--- src/rtl/mux_2.sv ---
// Four-way WIDTH-bit multiplexer with a combinational result, a one-hot
// select decode, and an enable-gated registered copy of result and select.
module mux_2 #(
  parameter int WIDTH = 8
) (
  input  logic [WIDTH-1:0] in0,
  input  logic [WIDTH-1:0] in1,
  input  logic [WIDTH-1:0] in2,
  input  logic [WIDTH-1:0] in3,
  input  logic [1:0]       sel,
  output logic [WIDTH-1:0] y,
  input  logic             clk,
  input  logic             clr,
  input  logic             en,
  output logic [WIDTH-1:0] y_q,
  output logic [1:0]       sel_q,
  output logic [3:0]       sel_onehot,
  output logic             vld_q
);

  // A sel carrying X/Z matches no binary item, so both outputs fall to zero.
  always_comb begin
    y          = '0;
    sel_onehot = 4'b0000;
    case (sel)
      2'b00: begin
        y          = in0;
        sel_onehot = 4'b0001;
      end
      2'b01: begin
        y          = in1;
        sel_onehot = 4'b0010;
      end
      2'b10: begin
        y          = in2;
        sel_onehot = 4'b0100;
      end
      2'b11: begin
        y          = in3;
        sel_onehot = 4'b1000;
      end
      default: begin
        y          = '0;
        sel_onehot = 4'b0000;
      end
    endcase
  end

  // Reset is asynchronous and takes priority over a simultaneous capture.
  always_ff @(posedge clk or posedge clr) begin
    if (clr) begin
      y_q   <= '0;
      sel_q <= 2'b00;
      vld_q <= 1'b0;
    end else if (en) begin
      y_q   <= y;
      sel_q <= sel;
      vld_q <= 1'b1;
    end
  end

endmodule

--- config.mk ---
export PLATFORM = sky130hd
export DESIGN_NAME = mux_2
export DESIGN_NICKNAME = d
export VERILOG_FILES = /design/src/rtl/mux_2.sv
export SDC_FILE = /design/constraint.sdc
export NUM_CORES = 1
export LEC_CHECK = 0
export CORE_MARGIN = 10
export CORE_UTILIZATION = 32
export DETAILED_ROUTE_END_ITERATION = 7
export PLACE_DENSITY = 0.91
export SETUP_SLACK_MARGIN = 0.02
export SKIP_LAST_GASP = 1
export SYNTH_ARGS = -nofsm -noshare
export SYNTH_HDL_FRONTEND = slang
export SYNTH_SLANG_ARGS = --single-unit
--- constraint.sdc ---
create_clock -name clk -period 1.1 [get_ports clk]
set_clock_uncertainty 0.2 [all_clocks]
set_input_delay 0.22 -clock clk [delete_from_list [all_inputs] [get_ports clk]]
set_output_delay 0.22 -clock clk [all_outputs]
set_load 0.02 [all_outputs]
==> results.cfg, run 1 <==
[run_status]
lastStage = global routing (5_1_grt)
error = [ERROR DPL-0033] detailed placement checks failed during check placement.
status = did not finish

[synthesis]
synth_top_area_cell = dfrtp_1
async_flop_share_pct = 100
ys_seq_elements = 11
synth_cells = 67
synth_common_cells = 24 x mux2i_1, 11 x dfrtp_1, 9 x nand2b_1
synth-warning-count = 0
synth.most_common_cell = mux2i_1
synth_area_leaders = dfrtp_1 38%, mux2i_1 33%, o221ai_1 9.6%
syn-cell-area_sq_um = 731
ys.flop_type = dfrtp_1
seq_area_frac_synth_pct = 37.7
netlist.area_leader.share_pct = 37.7
synth_cell_types = 16
synth_edf_count = 0
synth_fp_nets = 104
avgSynthCellArea_sq_um = 10.9

[global_routing]
grt_max_degree = 12
antenna_found_initial = 1

[timing]
worst-ep-kind = output port
crit_endpoint = y[4]

[floorplanning]
rows = 17
initial_core_util_pct = 33.4
die_h_um = 67.8
die_width_um = 67.8
num_io_pins = 60

[clock_network]
htree_num_levels = 1
cts-root-buf = clkbuf_4
clk_path_buf_depth = 2
postCtsHoldBufs = 0
clock_sinks = 11
cts_buffers = 3

[placed_design]
hpwl_um = 2930
routabilityCongestion = 0.761
numPortBuffers = 59
pre_cts_ws_ps = -1120
placed_area_sq_um = 1750
cell families after synthesis:
group	Yosys count	synth area share, %
flip-flops	11	37.7
AO/OA/AOI/OAI	9	10.3
AND/OR/NAND/NOR	15	12.2
multiplexers	25	34.4
buffers and inverters	7	5.48
what timing repair did:
| item | CTS |
|---|---|
| setup endpoints to repair | 34 |
| cloned | 1 |
| setup buffers | 13 |
| gates resized for setup | 204 |
| pin swaps | 2 |
through the flow:
| step | util, % | hold slack, ps | instances | TNS (ps) |
|---|---|---|---|---|
| 4_1_cts | 91.3 | 40.3 | 181 | -4290 |
| 3_3_place_gp | 80.0 | 252 | 164 | -21340 |
| 2_1_floorplan | - | -128 | 67 | -828 |
| 3_5_place_dp | 80.0 | 251 | 164 | -22200 |
==> run 2, diff against run 1 <==
==> config.mk (replaced) <==
export PLATFORM = sky130hd
export DESIGN_NAME = mux_2
export DESIGN_NICKNAME = d
export VERILOG_FILES = /design/src/rtl/mux_2.sv
export SDC_FILE = /design/constraint.sdc
export NUM_CORES = 1
export LEC_CHECK = 0
export CORE_AREA = 10 10 71 73
export DETAILED_ROUTE_END_ITERATION = 7
export DIE_AREA = 0 0 81 83
export PLACE_DENSITY_LB_ADDON = 0.15
export SKIP_LAST_GASP = 1
export SYNTH_ARGS = -nofsm -noshare
export SYNTH_HDL_FRONTEND = slang
export SYNTH_SLANG_ARGS = --single-unit
==> run 2 against run 1 <==
Net effect:
- the flow now finishes, with violations (setup timing)
- area after synthesis is the same
- synthesized cell count is the same
==> results.cfg, run 2 <==
[route]
wl_um = 3240
drt-wirelength-per-cell_um = 15.8
via_per_inst = 4.29
dr.first_iter.drc_count = 21
vias = 880
post-route-drc-count = 0
ant_nets = 0
dr.pass1.iters = 4

[floorplanning]
die_h_um = 83
die_width_um = 81
initial_core_util_pct = 20.1
num_io_pins = 60
fp.dieArea_sq_um = 6720
rows = 22
coreArea_sq_um = 3630

[worst_setup_path]
r2r-end = y_q[3]
crit_path_end_kind = primary output
worst_r2r_path_depth = 3
worstSetupPathType = primary input to primary output
critPathMaxFanout = 7
cp.required_ps = 680
r2r_start = y_q[3]
cp-startpoint = sel[0]
worstPathArrival_ps = 970
reg2reg_slack_ps = 90
startpoint_type = primary input

[timing]
tightest_slew_ps = 256
setup_ws_ps = -290
hold_viol_final = 0
drv_slew = 0
fin_crit_sh_pct = 126
finalSetupViolCount = 26
min_period_ps = 1390
tns_ps = -3480
rsz0062_at_grt = true
holdWs_ps = 75.5
max_slew_margin_pct = 82.6
fmax_mhz = 719

[global_routing]
grt_max_degree = 12
grt_pass1_wl_um = 5050
grt_pass1_vias = 953
overflow = 0
antenna_found_initial = 0
groute.usage.overall_pct = 9.50

[finish]
largest_reg_flops = 8
nFillCells = 321
layout-drive-gt1-share_pct = 61.1
largest_registers = y_q x8, sel_q x2, vld_q x1
area_growth_pct = 183
layout_common_cells = 30 x dlygate4sd2_1, 24 x buf_6, 24 x buf_4
antennaDiodeCount = 0
top_register = y_q
stdcell_area_sq_um = 2070
final_common_cell = dlygate4sd2_1
nNetsFinal = 195

[synthesis]
synth_fp_nets = 104
ys_seq_elements = 11
synth.most_common_cell = mux2i_1
synth_cells = 67
syn-cell-area_sq_um = 731
synth_area_leaders = dfrtp_1 38%, mux2i_1 33%, o221ai_1 9.6%
avgSynthCellArea_sq_um = 10.9
seq_area_frac_synth_pct = 37.7
async_flop_share_pct = 100
netlist.area_leader.share_pct = 37.7
synth_edf_count = 0
synth-warning-count = 0
synth_common_cells = 24 x mux2i_1, 11 x dfrtp_1, 9 x nand2b_1
synth_cell_types = 16
synth_top_area_cell = dfrtp_1
ys.flop_type = dfrtp_1

[placed_design]
numPortBuffers = 59
placed_area_sq_um = 1800
routabilityCongestion = 0.731
hpwl_um = 2580
pre_cts_ws_ps = -1120

[power_and_ir_drop]
power_leakage_nw = 0.879
ir_drop_v = 0.000605
cellPowerDensity_nw_per_um2 = 882
p_total_mw = 1.82

[job]
maxCapViolations = 0

[clock_network]
postCtsHoldBufs = 0
clock_sinks = 11
cts-root-buf = clkbuf_8
cts_buffers = 3
cts_tree = yes
htree_num_levels = 1
clkTransAtPathRegs_ps = 50
clk_path_buf_depth = 2
clk_latency_ps = 230

[min_path]
min_path_type = primary input to asynchronous set/reset pin

[run_status]
violations = setup timing
status = finished, violations left
[run 2: routing by layer]
metal	track usage [%]	vias to the layer above	wire length, um
met1	10.4	419	1140
met5	0	-	0
met3	3.66	0	241
met2	17.1	26	1860
li1	-	435	-
met4	0.939	0	0
[run 2: power by group]
part	switching, mW	internal [mW]
registers	0.0314	0.450
logic	0.394	0.548
clock network	0.147	0.254
total	0.573	1.25
[run 2: per-stage QoR]
step	std cells	util [%]
floorplan	67	-
detailed placement	186	49.6
finish	205	56.9
global placement	186	49.6
global route	205	56.9
CTS	200	55.4
[run 2: how the worst max path moves through the flow]
| stage | endpoint | depth (start not counted) | slack (ps) |
|---|---|---|---|
| after floorplan | y[3] | 3 | -100 |
| after global placement | y[2] | 4 | -1120 |
| after detailed placement | y[1] | 4 | -1120 |
| after CTS | y[7] | 5 | -300 |
| after global routing | y[5] | 5 | -320 |
| final | y[4] | 5 | -290 |
[run 2: area by class of cell]
type                            count  area, sq um  share of cell area, %
Timing Repair Buffer               91          916                   44.3
Multi-Input combinational cell     49          764                   37.0
Sequential cell                    11          275                   13.3
Tap cell                           48         60.1                   2.90
Clock buffer                        4         45.0                   2.18
Inverter                            2         7.51                  0.363
[run 2: logic make-up after synthesis]
group	after synthesis	synth area share [%]
mux	25	34.4
simple gates	15	12.2
flops	11	37.7
compound gates	9	10.3
buf+inv	7	5.48
[run 2: critical path: stages]
cell and delay [ps]:
buf_12 100, buf_12 150, mux2i_4 270, mux2i_4 90, buf_6 140
[run 2: timing repair]
item | in CTS | in global routing
cloned | 1 | 0
endpoints found under the setup margin | 34 | 32
pin swaps | 1 | 0
setup buffers | 9 | 5
resized for setup | 199 | 6
Note: power is estimated with default switching activity, not from simulation.
==> run 3, diff against run 2 <==
--- a/config.mk
+++ b/config.mk
@@ -5,6 +5,7 @@
 export SDC_FILE = /design/constraint.sdc
 export NUM_CORES = 1
 export LEC_CHECK = 0
+export ABC_CLOCK_PERIOD_IN_PS = 1700
 export CORE_AREA = 10 10 71 73
 export DETAILED_ROUTE_END_ITERATION = 7
 export DIE_AREA = 0 0 81 83
==> constraint.sdc (replaced) <==
create_clock -name clk -period 1.7 [get_ports clk]
set_clock_uncertainty 0.2 [all_clocks]
set_input_delay 0.34 -clock clk [delete_from_list [all_inputs] [get_ports clk]]
set_output_delay 0.34 -clock clk [all_outputs]
set_load 0.02 [all_outputs]
==> run 3 against run 2 <==
Net effect:
- the run now ends clean
- final cell count increased by 4.4%
- sequential share of layout area increased by 2.2 points
- routed wire length increased by 7.4%
- global-route usage increased by 0.80 points
- non-clock buffer count increased by 9
- sequential cell count unchanged
- largest power group unchanged
==> results.cfg, run 3 (synthesis gave the netlist of run 2 again) <==
[global_routing]
antenna_found_initial = 0
grt_max_degree = 12
grt_pass1_wl_um = 5570
groute.usage.overall_pct = 10.3
grt_pass1_vias = 1044
overflow = 0

[floorplanning]
num_io_pins = 60
die_width_um = 81
rows = 22
fp.dieArea_sq_um = 6720
initial_core_util_pct = 20.1
die_h_um = 83
coreArea_sq_um = 3630

[finish]
layout_common_cells = 43 x buf_4, 39 x dlygate4sd2_1, 11 x dfrtp_1
final_cells = 214
largest_registers = y_q x8, sel_q x2, vld_q x1
top_register = y_q
final_common_cell = buf_4
nNetsFinal = 204
largest_reg_flops = 8
layout-drive-gt1-share_pct = 44.6
antennaDiodeCount = 0
area_growth_pct = 144

[job]
maxCapViolations = 0

[clock_network]
clock_sinks = 11
clk_latency_ps = 230
clkTransAtPathRegs_ps = 50
cts_tree = yes
htree_num_levels = 1
cts_buffers = 3
postCtsHoldBufs = 0
clk_path_buf_depth = 2
cts-root-buf = clkbuf_8

[power_and_ir_drop]
cellPowerDensity_nw_per_um2 = 587
ir_drop_v = 0.000478
p_total_mw = 1.04
power_leakage_nw = 0.900

[worst_setup_path]
slowest_stage = mux2i_2
r2r-end = vld_q
crit_chain = buf_6 -> buf_8 -> mux2i_2 -> mux2i_1 -> buf_4
cp.required_ps = 1160
worstSetupPathType = primary input to primary output
worstPathArrival_ps = 1110
startpoint_type = primary input
crit_path_end_kind = primary output
worst_r2r_path_depth = 1
critPathMaxFanout = 5
r2r_start = vld_q
slowest_delay_ps = 240
reg2reg_slack_ps = 750

[route]
post-route-drc-count = 0
ant_nets = 0
dr.first_iter.drc_count = 15
via_per_inst = 4.26
drt-wirelength-per-cell_um = 16.3
wl_um = 3480
dr.pass1.iters = 4
vias = 911

[timing]
fmax_mhz = 605
min_period_ps = 1650
max_slew_margin_pct = 70.5
drv_slew = 0
rsz0062_at_grt = false
finalSetupViolCount = 0
fin_crit_sh_pct = 97.3
hold_viol_final = 0
tightest_slew_ps = 442

[min_path]
min_path_type = primary input to asynchronous set/reset pin

[placed_design]
routabilityCongestion = 0.740
hpwl_um = 2540
dp_cells = 190
numPortBuffers = 59

[run_status]
status = finished, final reports clean
## run 3: cell count changes in the layout (fill, tap and decap cells not counted), sizes merged
cell,delta
dlygate4sd2,+9
dlymetal6s2s,+4
buf,-3
bufbuf,+1
clkdlybuf4s50,+1
clkbuf,-1
clkdlybuf4s15,-2
## run 3: worst max path at each step
stage / startpoint / to / cells after the start
2_1_floorplan: sel[1] / y[0] / 2
3_5_place_dp: sel[0] / y[6] / 5
4_1_cts: in1[6] / y[6] / 4
5_1_grt: sel[0] / y[5] / 5
6_report: sel[0] / y[5] / 5
3_3_place_gp: sel[0] / y[6] / 5
## run 3: metrics by stage
| stage | utilization [%] | TNS, ps | worst slack, ps | area, sq um | hold slack (ps) |
|---|---|---|---|---|---|
| 6_report | 49.0 | 0 | 46.1 | 1780 | 205 |
| 5_1_grt | 49.0 | 0 | 8.43 | 1780 | 231 |
| 4_1_cts | 46.3 | -51.6 | -51.6 | 1680 | 222 |
| 3_5_place_dp | 41.8 | -10020 | -805 | 1520 | 255 |
| 3_3_place_gp | 41.8 | -9740 | -785 | 1520 | 254 |
| 2_1_floorplan | - | 0 | 151 | 731 | -7.56 |
## run 3: layout make-up
cell class | instances | area (sq um)
clock buffer | 4 | 45.0
timing repair buffer | 100 | 881
multi-input combinational | 49 | 512
tap | 48 | 60.1
sequential | 11 | 275
inverter | 2 | 7.51
fill | 367 | 1850
## run 3: worst max-delay path: cells and delay by family
family | cells | cell delay, ps
buf+inv | 3 | 420
mux | 2 | 350
## run 3: what timing repair did
item / CTS / global route
setup endpoints to repair: 23 / 6
cloned: 3 / 0
setup buffers: 16 / 1
resized for setup: 119 / 18
## run 3: metal layers
| layer | wire length (um) | global-route usage (%) | up-vias |
|---|---|---|---|
| met3 | 302 | 4.85 | 2 |
| met5 | 0 | 0 | - |
| met2 | 1780 | 18.1 | 38 |
| li1 | - | - | 446 |
| met4 | 15 | 1.41 | 0 |
| met1 | 1380 | 11.0 | 425 |
## run 3: power by group
part,switching (mW),internal [mW]
combinational,0.212,0.269
sequential,0.0149,0.291
clock,0.0939,0.164
total,0.321,0.724
